===== src/rtl/seq_divider_pkg.sv =====
// ----------------------------------------------------------------------------
// seq_divider_pkg
// Shared ALU/datapath constants used by the sequential DIV execution unit.
// Revision: 1.0
// ----------------------------------------------------------------------------
`default_nettype none

package seq_divider_pkg;

  // Operand width of the datapath
  localparam int DIV_WIDTH = 32;

  // ALU operation code that launches the divider
  localparam logic [3:0] ALU_OP_DIV = 4'b0110;

  // Edges from start-accept to the done pulse
  localparam int DIV_LATENCY = 33;

  // Divider control states
  localparam logic [1:0] ST_IDLE = 2'd0;
  localparam logic [1:0] ST_ITER = 2'd1;
  localparam logic [1:0] ST_FIX  = 2'd2;

endpackage

`default_nettype wire


===== src/rtl/seq_divider_step.sv =====
// ----------------------------------------------------------------------------
// seq_divider_step
// One combinational restoring-division iteration: shift {rem, quo} left,
// trial-subtract the divisor magnitude, and select the new quotient bit.
// Revision: 1.0
// ----------------------------------------------------------------------------
`default_nettype none

module seq_divider_step #(
  parameter int WIDTH = 32
) (
  input  logic [WIDTH-1:0] rem_in,
  input  logic [WIDTH-1:0] quo_in,
  input  logic [WIDTH:0]   dmag,
  output logic [WIDTH-1:0] rem_out,
  output logic [WIDTH-1:0] quo_out
);

  logic [WIDTH:0]   shifted;
  logic [WIDTH+1:0] diff;
  logic             qbit;

  // Shift, trial subtract, and keep the difference only when it did not borrow.
  // A kept difference is always below dmag (at most 2^(WIDTH-1)), so WIDTH bits hold it.
  always_comb begin
    shifted = {rem_in, quo_in[WIDTH-1]};
    diff    = {1'b0, shifted} - {1'b0, dmag};
    qbit    = ~diff[WIDTH+1];
    rem_out = qbit ? diff[WIDTH-1:0] : shifted[WIDTH-1:0];
    quo_out = {quo_in[WIDTH-2:0], qbit};
  end

endmodule

`default_nettype wire


===== src/rtl/seq_divider.sv =====
// ----------------------------------------------------------------------------
// seq_divider
// Multi-cycle signed divider for the DIV ALU op. Returns {remainder, quotient}
// after a fixed 33-edge latency using a start/busy/done handshake.
// Revision: 1.0
// ----------------------------------------------------------------------------
`default_nettype none

module seq_divider
  import seq_divider_pkg::*;
#(
  parameter int WIDTH = DIV_WIDTH
) (
  input  logic               clock,
  input  logic               clear_n,
  input  logic               start,
  input  logic [WIDTH-1:0]   dividend,
  input  logic [WIDTH-1:0]   divisor,
  output logic               busy,
  output logic               done,
  output logic               div_by_zero,
  output logic [2*WIDTH-1:0] z_out
);

  localparam int CW = $clog2(WIDTH) + 1;
  localparam logic [CW-1:0] LAST_STEP = CW'(WIDTH - 1);

  logic [1:0]       state;
  logic [CW-1:0]    count;
  logic [WIDTH-1:0] rem;
  logic [WIDTH-1:0] quo;
  logic [WIDTH:0]   dmag;
  logic             neg_rem;
  logic             neg_quo;
  logic             dzero;
  logic [WIDTH-1:0] orig_dd;

  logic [WIDTH:0]   dd_ext;
  logic [WIDTH:0]   dv_ext;
  logic [WIDTH:0]   dd_abs;
  logic [WIDTH:0]   dv_abs;
  logic [WIDTH-1:0] rem_next;
  logic [WIDTH-1:0] quo_next;
  logic [WIDTH-1:0] q_fix;
  logic [WIDTH-1:0] r_fix;

  // Operand magnitudes in WIDTH+1 bits so the most negative value is exact
  always_comb begin
    dd_ext = {dividend[WIDTH-1], dividend};
    dv_ext = {divisor[WIDTH-1], divisor};
    dd_abs = dd_ext[WIDTH] ? (~dd_ext + (WIDTH+1)'(1)) : dd_ext;
    dv_abs = dv_ext[WIDTH] ? (~dv_ext + (WIDTH+1)'(1)) : dv_ext;
  end

  seq_divider_step #(
    .WIDTH (WIDTH)
  ) u_step (
    .rem_in  (rem),
    .quo_in  (quo),
    .dmag    (dmag),
    .rem_out (rem_next),
    .quo_out (quo_next)
  );

  // Sign correction of the finished magnitudes; a zero divisor bypasses it
  always_comb begin
    if (dzero) begin
      q_fix = '1;
      r_fix = orig_dd;
    end else begin
      q_fix = neg_quo ? (~quo + WIDTH'(1)) : quo;
      r_fix = neg_rem ? (~rem + WIDTH'(1)) : rem;
    end
  end

  // Control FSM and datapath registers
  always_ff @(posedge clock or negedge clear_n) begin
    if (!clear_n) begin
      state       <= ST_IDLE;
      count       <= '0;
      rem         <= '0;
      quo         <= '0;
      dmag        <= '0;
      neg_rem     <= 1'b0;
      neg_quo     <= 1'b0;
      dzero       <= 1'b0;
      orig_dd     <= '0;
      busy        <= 1'b0;
      done        <= 1'b0;
      div_by_zero <= 1'b0;
      z_out       <= '0;
    end else begin
      done <= 1'b0;
      case (state)
        ST_IDLE: begin
          if (start) begin
            quo     <= dd_abs[WIDTH-1:0];
            dmag    <= dv_abs;
            rem     <= '0;
            count   <= '0;
            neg_rem <= dividend[WIDTH-1];
            neg_quo <= dividend[WIDTH-1] ^ divisor[WIDTH-1];
            dzero   <= (divisor == '0);
            orig_dd <= dividend;
            busy    <= 1'b1;
            state   <= ST_ITER;
          end
        end
        ST_ITER: begin
          rem   <= rem_next;
          quo   <= quo_next;
          count <= count + CW'(1);
          if (count == LAST_STEP) begin
            state <= ST_FIX;
          end
        end
        ST_FIX: begin
          z_out       <= {r_fix, q_fix};
          div_by_zero <= dzero;
          done        <= 1'b1;
          busy        <= 1'b0;
          state       <= ST_IDLE;
        end
        default: begin
          state <= ST_IDLE;
          busy  <= 1'b0;
        end
      endcase
    end
  end

endmodule

`default_nettype wire


===== config.mk =====
export PLATFORM = sky130hd
export DESIGN_NAME = seq_divider
export DESIGN_NICKNAME = d
export VERILOG_FILES = /design/src/rtl/seq_divider_pkg.sv /design/src/rtl/seq_divider_step.sv /design/src/rtl/seq_divider.sv
export SDC_FILE = /design/constraint.sdc
export NUM_CORES = 1
export LEC_CHECK = 0
export ABC_CLOCK_PERIOD_IN_PS = 3500
export BUFFER_PORTS_ARGS = -buffer_cell sky130_fd_sc_hd__buf_2
export CAP_MARGIN = 5
export CORE_AREA = 2 2 193 195
export CTS_BUF_LIST = sky130_fd_sc_hd__clkbuf_4 sky130_fd_sc_hd__clkbuf_8
export DETAILED_ROUTE_END_ITERATION = 16
export DIE_AREA = 0 0 195 197
export MAX_ROUTING_LAYER = met4
export SLEW_MARGIN = 0
export SYNTH_ARGS = -nofsm -noshare
export SYNTH_HDL_FRONTEND = slang
export SYNTH_SLANG_ARGS = --single-unit

===== constraint.sdc =====
create_clock -name clock -period 3.5 [get_ports clock]
set_input_delay 0.175 -clock clock [delete_from_list [all_inputs] [get_ports clock]]
set_output_delay 0.175 -clock clock [all_outputs]
set_load 0.05 [all_outputs]

==> After elaboration in Yosys (flattened, before gate mapping) <==
Cells that the tools add are included.
{ "totals": {"output_inout_bits": 67, "wordCells": 57, "inputBits": 67, "regBits": 207} }
{ "op_classes": {"eq_ne": 5, "bitwise": 7, "addsub": 6, "n_reduce_logical": 7, "muxes": 19} }
{ "ops": {"columns": ["cell", "count"], "rows": [
  ["$mux W32", 8],
  ["$pmux W32 S2", 2],
  ["$add A32 B1 Y32 const B", 3],
  ["$not A32 Y32", 3],
  ["$sub A33 B33 Y34", 1],
  ["$add A33 B1 Y33 const B", 1],
  ["$mux W33", 1],
  ["$not A33 Y33", 1],
  ["$logic_not A32 Y1", 1],
  ["$pmux W6 S2", 1],
  ["$reduce_and A2 Y1", 4],
  ["$add A6 B1 Y6 const B", 1],
  ["$eq A6 B5 Y1 const B", 1],
  ["$mux W6", 1],
  ["$mux W2", 2],
  ["$ne A2 B2 Y1 const B", 2],
  ["$pmux W2 S2", 1],
  ["$eq A2 B1 Y1 const B", 1],
  ["$eq A2 B2 Y1 const B", 1],
  ["$logic_not A2 Y1", 1],
  ["$mux W1", 2],
  ["$not A1 Y1", 2],
  ["$pmux W1 S2", 1],
  ["$reduce_bool A2 Y1", 1],
  ["$xor A1 B1 Y1", 1]
]} }

==> Depth between registers and ports, before layout <==
Gate-level depths: netlist of run 1.
{ "logic_depth": {"depth_word": 5, "depth_mapped": 14, "mapped_depth_nobuf": 13} }

==> Hierarchy <==
Synthesis of run 1 repeated with hierarchy kept, for this count alone.
{ "hier_totals": {"hier_cells": 1638, "hier_area_um2": 13559.3} }
{ "by_module_without_submodules": {"columns": ["module", "instances", "cells_per_inst", "seq_area_each_um2", "area_per_inst_um2"], "rows": [
  ["seq_divider", 1, 1237, 5154.9, 10909.2],
  ["seq_divider_step", 1, 401, 0.0, 2650.0]
]} }

==> Worst setup path before layout of run 1 <==
No wires, ideal clock.
{ "synth_timing": {"kind": "register to register", "start": "register rem[15]", "end": "register rem[25]", "arrival_time_ns": 2.957, "required_ns": 3.366, "path_buffers": 3, "setup_slack_ns": 0.409, "period_less_slack_ns": 3.091, "setup_time_ns": 0.134, "path_stages_with_launch": 14, "cell_sequence": "dfrtp_1 -> ha_1 -> clkbuf_1 -> nand4_1 -> or2_1 -> o22ai_1 -> a21oi_1 -> a221oi_1 -> o21ai_1 -> o21ai_0 -> buf_2 -> buf_2 -> mux2i_1 -> o21ai_0"} }
{ "synth_via": {"elab_chain_cells": 3} }
{ "synth_rtl": {"columns": ["item", "line_no", "text"], "rows": [
  ["start: declaration", "seq_divider.sv:30", "logic [WIDTH-1:0] rem;"],
  ["start signal: assignment", "seq_divider.sv:110", "rem <= rem_next;"],
  ["$sub A33 B33 Y34", "seq_divider_step.sv:27", "diff = {1'b0, shifted} - {1'b0, dmag};"],
  ["$mux W32", "seq_divider_step.sv:29", "rem_out = qbit ? diff[WIDTH-1:0] : shifted[WIDTH-1:0];"],
  ["$pmux W32 S2", "seq_divider.sv:94", "case (state)"]
]} }
Every way passes these cells.
A chain may end at the register's enable or synchronous reset.

==> Final worst setup path of run 1 <==
{ "layout_timing": {"start": "input port dividend[14]", "end": "register quo[31]"} }
{ "layout_via": {"elab_chain_cells": 5} }
{ "layout_rtl": {"columns": ["item", "line_no", "text"], "rows": [
  ["start: declaration", "seq_divider.sv:17", "input logic [WIDTH-1:0] dividend,"],
  ["$not A32 Y32", "seq_divider.sv:51", "dd_abs = dd_ext[WIDTH] ? (~dd_ext + (WIDTH+1)'(1)) : dd_ext;"],
  ["$add A32 B1 Y32", "seq_divider.sv:51", null],
  ["$mux W32", "seq_divider.sv:51", null],
  ["$mux W32", "seq_divider.sv:96", "if (start) begin"],
  ["$pmux W32 S2", "seq_divider.sv:94", null],
  ["end signal: assignment", "seq_divider.sv:97", "quo <= dd_abs[WIDTH-1:0];"],
  ["end signal: assignment", "seq_divider.sv:111", "quo <= quo_next;"],
  ["end: declaration", "seq_divider.sv:31", "logic [WIDTH-1:0] quo;"]
]} }
Every way passes these cells. The select of a mux whose other input is x is not followed.

==> impl_metrics.py, run 1 <==
metrics = {
    "global_route": {
        "grt_usage": 0.194,
        "antenna_found_initial": 0,
        "grt_max_degree": 102,
        "first_global_vias": 11000,
        "grt_pass1_wl_um": 58600,
        "overflow": 0,
    },
    "synth": {
        "synth_top_cell_by_area": "dfrtp_1",
        "synth_area_leaders": "dfrtp_1 (41%), xor2_1 (7.5%), nand2_1 (7.1%)",
        "postSynthAreaPerCell_um2": 8.52,
        "yosysWarnings": 0,
        "synth_edf_count": 0,
        "yosysSeqAreaShare": 0.410,
        "syn_area_um2": 12600,
        "synth_top_area_frac": 0.410,
        "synth_flop_cell": "dfrtp_1",
        "syn_nets": 1584,
        "ys_ff_latch": 206,
        "ys_types": 60,
        "async_flop_share": 1.00,
        "synthCells": 1478,
    },
    "cts": {
        "cts.reportedPaths.clkPinSlew_ns": 0.06,
        "cts_buffers": 38,
        "root_buffer": "clkbuf_8",
        "clock_latency_ns": 0.54,
        "numClockSinks": 206,
        "cts-htree-levels": 2,
        "cts-root-to-sink-buffers": 3,
        "cts_tree": "done",
    },
    "die": {
        "die_x_um": 195,
        "coreArea_um2": 36300,
        "die_h_um": 197,
        "die_area_um2": 38400,
        "start_util": 0.347,
        "row_count": 70,
        "io_pins": 134,
    },
    "worst_setup_path": {
        "reg2reg_depth": 10,
        "path_class": "in2reg",
        "r2r_end": "z_out[61]$_DFFE_PN0P_",
        "crit_required_ns": 3.94,
        "worstPathMaxFanout": 4,
        "ff2ff_setup_slack_ns": 0.28,
        "worst_ep_arrival_time_ns": 3.80,
        "start_kind": "primary input",
        "r2r-start": "rem[3]$_DFFE_PN0P_",
        "crit_path_end_kind": "register",
    },
    "worst_hold_path": {
        "worstHoldEndpoint": "dmag[6]$_DFFE_PN0P_",
        "hold_depth": 3,
        "hold_class": "in2reg",
        "hold_start": "divisor[6]",
    },
    "final_layout": {
        "fill_cells": 3652,
        "multiInputGateArea_um2": 6960,
        "synthToLayoutAreaGrowth_pct": 21.9,
        "diodes": 0,
        "drive_gt1_frac": 0.156,
        "regArea_um2": 5160,
        "finalNonFillerCells": 2159,
        "fin_nets": 1772,
    },
    "timing": {
        "fmax_mhz": 298,
        "fin_ws_ns": 0.141,
        "finClkSkew_ns": 0.0265,
        "drv_slew": 0,
        "rsz0062_at_grt": "false",
        "setup_viol": 0,
        "slew_headroom": 0.147,
        "hold_violations": 0,
        "fin_crit_sh": 0.960,
        "tightest_slew_ns": 1.28,
        "finalCriticalPeriod_ns": 3.36,
    },
    "route": {
        "drtIter0Drc": 722,
        "viasPerCell": 5.24,
        "drc": 0,
        "dr.pass1.iters": 5,
        "totalWireLength_um": 36100,
        "vias": 11300,
        "ant_nets": 0,
        "wire_per_inst_um": 16.7,
    },
    "power_and_ir_drop": {
        "swShare": 0.473,
        "p_switching_mw": 7.30,
        "peakVddDrop_mv": 0.400,
        "share_comb_of_total_power": 0.545,
        "leakage_nw": 6.96,
        "finalPower_mw": 15.4,
        "power.density_nw_per_um2": 1000,
        "clockPowerShare": 0.163,
        "seqPwrFrac": 0.293,
        "intPower_mw": 8.12,
    },
    "place": {
        "pre_cts_ws_ns": 0.0358,
        "io_buffers": 133,
        "hpwl_um": 25600,
        "gp_congestion": 0.852,
        "dp_cells": 2031,
    },
    "job": {
        "cap_violations": 0,
    },
    "run_status": {
        "status": "finished clean",
    },
}
placed cells by master, fill, tap and decap left out, types with 33 or more instances in the layout:
cell type      instances
a21oi_1               95
inv_1                 51
mux2i_1               43
nand3_1               50
clkbuf_8              51
dfrtp_1              205
xor2_1               108
xnor2_1               38
nor2_1                91
buf_2                132
dlygate4sd3_1         63
buf_4                 36
o21ai_0              176
nand2_1              238
ha_1                  38
o31ai_1               33
how the worst max path moves through the flow:
stage                                   start                     to  slack, ns
after floorplan           rem[15]$_DFFE_PN0P_    rem[25]$_DFFE_PN0P_       0.41
after global placement     rem[3]$_DFFE_PN0P_  z_out[61]$_DFFE_PN0P_     -0.001
after detailed placement   rem[3]$_DFFE_PN0P_  z_out[61]$_DFFE_PN0P_       0.04
after CTS                  rem[3]$_DFFE_PN0P_  z_out[61]$_DFFE_PN0P_       0.06
after global routing       rem[5]$_DFFE_PN0P_     rem[9]$_DFFE_PN0P_       0.03
final                            dividend[14]    quo[31]$_DFFE_PN0P_       0.14
kinds of logic after synthesis:
logic type | synth area share
simple gates | 0.180
buf+inv | 0.0415
fa+ha+maj | 0.0394
mux | 0.0360
xor+xnor | 0.102
compound gates | 0.192
flops | 0.410
power by group through the flow:
stage               clock network [mW]  logic (mW)  registers, mW
global route                      2.68        9.35           4.67
CTS                               2.58        8.41           4.49
floorplan                            0        4.98           5.50
finish                            2.51        8.40           4.52
global placement                     0        8.22           4.49
detailed placement                   0        8.31           4.52
synth_stat cells, drive strengths merged, types with 18 or more instances:
cell type / count
a21oi: 95
a22oi: 28
clkbuf: 74
dfrtp: 206
ha: 38
inv: 51
mux2i: 43
nand2: 239
nand3: 50
nor2: 94
o21ai: 180
o31ai: 33
o41ai: 18
or4: 18
xnor2: 38
xor2: 108
routing by layer:
layer,track usage,vias up,share of wire
li1,-,5582,-
met1,0.271,5385,0.48
met2,0.295,291,0.45
met3,0.0274,50,0.053
met4,0.0503,0,0.018
met5,-,-,0
layout make-up:
cell class / count / area share
clock buffers: 60 / 0.0497
repair buffers: 235 / 0.107
inverters: 51 / 0.0125
well taps: 468 / 0.0382
flip-flops and latches: 206 / 0.336
clock inverters: 5 / 0.00383
multi-input cells: 1134 / 0.453
critical path, cell delays in order:
cell	delay, ns
dlygate4sd3_1	0.53
buf_2	0.15
or4_4	0.59
or3_4	0.40
or3_1	0.33
or3_4	0.39
or4_4	0.46
nor3_1	0.52
a21oi_1	0.08
a21oi_1	0.17
state kept, by name, indices dropped and copies added (netlist names), 2 cells and up:
signal / cells
count: 6
orig_dd: 31
rem: 32
state: 2
quo: 32
z_out: 64
dmag: 33
repair_timing:
item / 4_1_cts / 5_1_grt
setup endpoints to repair: 0 / 4
endpoints found under the hold margin: 178 / 0
hold buffers: 63 / 0
gates resized for setup: 0 / 2
setup buffers: 0 / 0
stage by stage:
step,cell area (µm²),TNS (ns),hold slack [ns],util
2_1_floorplan,12600,0,-0.121,-
3_3_place_gp,13900,-0.00106,0.354,0.383
3_5_place_dp,13900,0,0.357,0.383
4_1_cts,15300,0,0.0189,0.423
5_1_grt,15300,0,0.0466,0.423
6_report,15300,0,0.0446,0.423
Note: power is estimated with default switching activity, not from simulation.
==> inputs of run 2 (changes only) <==
PLACE_DENSITY = 0.63   (was not set)
==> run 2 against run 1 <==
Against the previous run:
- wire length fell by 4.8%
- core utilization fell by 0.27 points
- maximum frequency rose by 1.9%
- via count fell by 2.0%
- register-to-register slack got worse by 0.08 ns
- worst hold slack got worse by 0.037 ns
- clock power rose by 2%
- critical endpoint is now z_out[59]$_DFFE_PN0P_
- critical path type is now reg2reg
- highest routed layer unchanged
==> impl_metrics.py, run 2 (synthesized netlist as in run 1, its figures left out) <==
metrics = {
    "timing": {
        "tightest_slew_ns": 1.25,
        "rsz0062_at_grt": "false",
        "slew_headroom": 0.166,
        "setup_viol": 0,
        "hold_violations": 0,
        "fmax_mhz": 303,
        "setup_tns_ns": 0,
        "drv_slew": 0,
        "finClkSkew_ns": 0.0261,
        "finalCriticalPeriod_ns": 3.30,
        "fin_crit_sh": 0.942,
    },
    "run_status": {
        "status": "finished clean",
    },
    "route": {
        "vias": 11100,
        "drtIter0Drc": 769,
        "dr.pass1.iters": 5,
        "totalWireLength_um": 34400,
        "drc": 0,
        "viasPerCell": 5.16,
        "wire_per_inst_um": 16.0,
        "ant_nets": 0,
    },
    "global_route": {
        "top_usage_layer": "met2",
        "grt_usage": 0.182,
        "overflow": 0,
        "globalRouteMet1Util": 0.251,
        "antenna_found_initial": 0,
        "grtUsageMet2": 0.282,
        "grt.met3_usage": 0.0281,
        "grt_pass1_wl_um": 55700,
        "grt_max_degree": 103,
        "first_global_vias": 10700,
    },
    "place": {
        "dp_cells": 2020,
        "io_buffers": 133,
        "gp_congestion": 0.878,
        "placed_area_um2": 13800,
        "hpwl_um": 25200,
    },
    "worst_setup_path": {
        "path_class": "reg2reg",
        "crit_chain": "or4_1, or4_1, nor4_1, buf_4, nand3_1, o21ai_0, xor2_1, nor2_1, a21oi_1, o21ai_0",
        "path_buf_inv": 1,
        "cpPeakStageDelay_ns": 0.59,
        "cpMaxStageDelayCell": "or4_1",
        "worstPathMaxFanout": 7,
        "cp-startpoint": "rem[4]$_DFFE_PN0P_",
        "worst_ep_arrival_time_ns": 3.70,
        "r2r-start": "rem[4]$_DFFE_PN0P_",
        "crit_path_end_kind": "register",
        "start_kind": "register",
        "cp_top_family": "simple AND/OR/NAND/NOR gates",
        "crit_required_ns": 3.90,
    },
    "final_layout": {
        "layout_commonest_cell": "nand2_1",
        "final_area_um2": 15200,
        "diodes": 0,
        "drive_gt1_frac": 0.151,
        "largest_reg_flops": 64,
        "layout_common_cells": "nand2_1 (238), dfrtp_1 (205), o21ai_0 (176)",
        "fill_cells": 3656,
        "finalNonFillerCells": 2146,
        "regMostFlops": "z_out",
        "reg_top3": "z_out (64), dmag (33)",
        "synthToLayoutAreaGrowth_pct": 21.1,
        "fin_nets": 1758,
    },
    "power_and_ir_drop": {
        "peakVddDrop_mv": 0.398,
        "leakage_nw": 6.90,
        "power.density_nw_per_um2": 1000,
        "finalPower_mw": 15.3,
    },
    "die": {
        "die_x_um": 195,
        "start_util": 0.347,
        "coreArea_um2": 36300,
        "die_h_um": 197,
        "die_area_um2": 38400,
        "row_count": 70,
        "io_pins": 134,
    },
    "cts": {
        "numClockSinks": 206,
        "root_buffer": "clkbuf_8",
        "clock_latency_ns": 0.55,
        "cts-htree-levels": 2,
        "cts_buffers": 39,
        "cts.reportedPaths.clkPinSlew_ns": 0.06,
        "cts-root-to-sink-buffers": 3,
        "cts_tree": "done",
    },
    "worst_hold_path": {
        "hold_start": "divisor[4]",
        "hold_class": "in2reg",
    },
    "job": {
        "cap_violations": 0,
    },
}
## run 2: layout make-up
cell class              instances  area, µm²  area share
clock buffers                  58        742      0.0487
clock inverters                 9        106     0.00697
inverters                      51        191      0.0126
multi-input cells            1134       6960       0.456
flip-flops and latches        206       5160       0.338
well taps                     468        586      0.0384
repair buffers                220       1510      0.0992
## run 2: path summary, 6_finish.rpt
check	endpoint	slack [ns]	depth (start not counted)
setup / recovery	z_out[59]$_DFFE_PN0P_	0.20	10
hold / removal	dmag[4]$_DFFE_PN0P_	0.008	3
setup reg to reg	z_out[59]$_DFFE_PN0P_	0.20	10
hold reg to reg	count[5]$_DFFE_PN0P_	0.47	1
max in group asynchronous	dmag[11]$_DFFE_PN0P_	2.11	3
min in group asynchronous	done$_DFF_PN0_	0.28	2
## run 2: metrics by stage
| stage | hold WS [ns] | util | worst slack (ns) |
|---|---|---|---|
| finish | 0.00760 | 0.421 | 0.202 |
| floorplan | -0.121 | - | 0.409 |
| global route | 0.0293 | 0.421 | 0.0302 |
| global placement | 0.332 | 0.381 | 0.191 |
| CTS | 0.00298 | 0.420 | 0.0824 |
| detailed placement | 0.328 | 0.381 | 0.0983 |
## run 2: per-layer routing
| layer | routed length (µm) | part of all wire |
|---|---|---|
| met1 | 16500 | 0.48 |
| met5 | 0 | 0 |
| met4 | 688 | 0.020 |
| met2 | 15400 | 0.45 |
| met3 | 1760 | 0.051 |
## run 2: repair_timing
| item | 4_1_cts | 5_1_grt |
|---|---|---|
| buffers inserted | 0 | 0 |
| endpoints found under the setup margin | 0 | 30 |
| hold buffers | 59 | 0 |
| resized for setup | 0 | 2 |
| hold endpoints to repair | 179 | 0 |
## run 2: worst min-delay path: cells and delay by family
kind                   cells  cell delay [ns]
XOR/XNOR                   1             0.07
AO/OA/AOI/OAI              1             0.13
buffers and inverters      1             0.12
## run 2: where the power goes
| part | internal, mW | switching [mW] |
|---|---|---|
| clock network | 1.51 | 1.05 |
| logic | 3.12 | 5.07 |
| registers | 3.43 | 1.12 |
| total | 8.06 | 7.23 |
==> inputs of run 3 (changes only) <==
RECOVER_POWER = 50   (was not set)
==> run 3 against run 2 <==
Against the previous run:
- critical path type unchanged
- wire length hardly changed
- setup slack worse by 0.0048 ns
- register-to-register slack about the same
- highest routed layer unchanged
- the flow now finishes with violations (max-capacitance violations, max-slew violations)
- flip-flop and latch count did not move
- final cell count is the same
- clock power about the same
- sequential share of layout area is 0.21 points higher
- final area decreased by 0.61%
- core utilization fell by 0.26 points
- worst hold slack gained 0.0032 ns
==> impl_metrics.py, run 3 (synthesized netlist as in run 1, its figures left out) <==
metrics = {
    "power_and_ir_drop": {
        "finalPower_mw": 15.2,
        "seqPwrFrac": 0.300,
        "p_switching_mw": 7.25,
        "clockPowerShare": 0.168,
        "share_comb_of_total_power": 0.532,
        "peakVddDrop_mv": 0.399,
        "intPower_mw": 7.95,
        "power.density_nw_per_um2": 1000,
        "swShare": 0.477,
        "leakage_nw": 6.71,
    },
    "global_route": {
        "grt_pass1_wl_um": 55700,
        "globalRouteMet1Util": 0.251,
        "grt_usage": 0.182,
        "antenna_found_initial": 0,
        "grt.met3_usage": 0.0281,
        "grt_max_degree": 103,
        "overflow": 0,
        "first_global_vias": 10700,
        "grtUsageMet2": 0.282,
        "top_usage_layer": "met2",
    },
    "timing": {
        "setup_viol": 0,
        "fmax_mhz": 303,
        "finClkSkew_ns": 0.0310,
        "setup_tns_ns": 0,
        "rsz0062_at_grt": "false",
        "finalCriticalPeriod_ns": 3.30,
        "hold_slack_ns": 0.0108,
        "fin_crit_sh": 0.944,
        "hold_violations": 0,
        "slew_headroom": -0.736,
        "fin_ws_ns": 0.198,
        "drv_slew": 102,
        "tightest_slew_ns": 2.60,
    },
    "die": {
        "die_h_um": 197,
        "io_pins": 134,
        "coreArea_um2": 36300,
        "start_util": 0.347,
        "die_x_um": 195,
        "row_count": 70,
        "die_area_um2": 38400,
    },
    "place": {
        "gp_congestion": 0.878,
        "io_buffers": 133,
        "pre_cts_ws_ns": 0.0983,
        "hpwl_um": 25200,
    },
    "final_layout": {
        "regMostFlops": "z_out",
        "fin_nets": 1758,
        "postLayoutCoreUtil": 0.418,
        "layout_common_cells": "nand2_1 (238), dfrtp_1 (205), o21ai_0 (176)",
        "fill_cells": 3687,
        "largest_reg_flops": 64,
        "reg_top3": "z_out (64), dmag (33)",
        "drive_gt1_frac": 0.111,
        "synthToLayoutAreaGrowth_pct": 20.4,
        "diodes": 0,
        "layout_commonest_cell": "nand2_1",
    },
    "worst_setup_path": {
        "cp-startpoint": "rem[4]$_DFFE_PN0P_",
        "crit_required_ns": 3.90,
        "r2r_end": "z_out[59]$_DFFE_PN0P_",
        "r2r-start": "rem[4]$_DFFE_PN0P_",
        "worstPathMaxFanout": 7,
        "crit_path_end_kind": "register",
        "start_kind": "register",
        "path_class": "reg2reg",
        "worst_ep_arrival_time_ns": 3.71,
        "reg2reg_depth": 10,
        "ff2ff_setup_slack_ns": 0.20,
    },
    "cts": {
        "cts-root-to-sink-buffers": 3,
        "cts_buffers": 39,
        "cts_tree": "done",
        "numClockSinks": 206,
        "root_buffer": "clkbuf_8",
        "cts.reportedPaths.clkPinSlew_ns": 0.06,
        "clock_latency_ns": 0.55,
        "cts-htree-levels": 2,
    },
    "route": {
        "drc": 0,
        "ant_nets": 0,
        "drtIter0Drc": 765,
        "viasPerCell": 5.15,
        "vias": 11100,
        "totalWireLength_um": 34400,
        "dr.pass1.iters": 5,
        "wire_per_inst_um": 16.0,
    },
    "job": {
        "cap_violations": 1,
    },
    "run_status": {
        "violations": "max-capacitance violations, max-slew violations",
        "status": "finished with violations",
    },
    "worst_hold_path": {
        "hold_start": "divisor[4]",
        "worstHoldEndpoint": "dmag[4]$_DFFE_PN0P_",
        "hold_class": "in2reg",
        "hold_depth": 3,
    },
}
run 3: cell count changes in the layout (fill, tap and decap cells not counted), sizes merged:
cell / change
clkbuf: +67
buf: -67
run 3: how the worst max path moves through the flow:
stage,endpoint
global placement,quo[31]$_DFFE_PN0P_
finish,z_out[59]$_DFFE_PN0P_
CTS,rem[21]$_DFFE_PN0P_
global route,rem[21]$_DFFE_PN0P_
detailed placement,rem[21]$_DFFE_PN0P_
floorplan,rem[25]$_DFFE_PN0P_
run 3: cell type report:
type,count,area (µm²),share of cell area
sequential,206,5160,0.340
clock inverter,9,106,0.00702
clock buffer,58,742,0.0490
multi-input combinational,1134,6960,0.459
inverter,51,191,0.0126
tap,468,586,0.0386
timing repair buffer,220,1420,0.0937
run 3: timing repair:
| item | 4_1_cts | 5_1_grt |
|---|---|---|
| endpoints found under the setup margin | 0 | 30 |
| hold endpoints to repair | 179 | 0 |
| setup buffers | 0 | 0 |
| hold buffers | 59 | 0 |
| gates resized for setup | 0 | 2 |
run 3: through the flow:
stage | cell area, µm² | cells
2_1_floorplan | 12600 | 1478
5_1_grt | 15200 | 2146
4_1_cts | 15200 | 2146
6_report | 15200 | 2146
3_5_place_dp | 13800 | 2020
3_3_place_gp | 13800 | 2020
run 3: critical path, cell delays in order (launching register included):
cell and delay [ns]:
dfrtp_1 0.49, or4_1 0.56, or4_1 0.59, nor4_1 0.28, buf_4 0.17, nand3_1 0.11, o21ai_0 0.25, xor2_1 0.16
nor2_1 0.05, a21oi_1 0.35, o21ai_0 0.15
run 3: routing by layer:
metal  vias to the layer above  routed length, µm  share of wire
met3                        51               1990          0.058
met2                       291              15400           0.45
met5                         -                  0              0
met4                         0                673          0.020
met1                      5193              16400           0.48
li1                       5525                  -              -
run 3: power by group through the flow:
stage                     Combinational, mW  Clock (mW)  Sequential (mW)
after global placement                 8.04           0             4.52
after global routing                   8.97        2.73             4.72
after CTS                              8.20        2.62             4.54
after floorplan                        4.98           0             5.50
final                                  8.08        2.55             4.56
after detailed placement               8.12           0             4.56
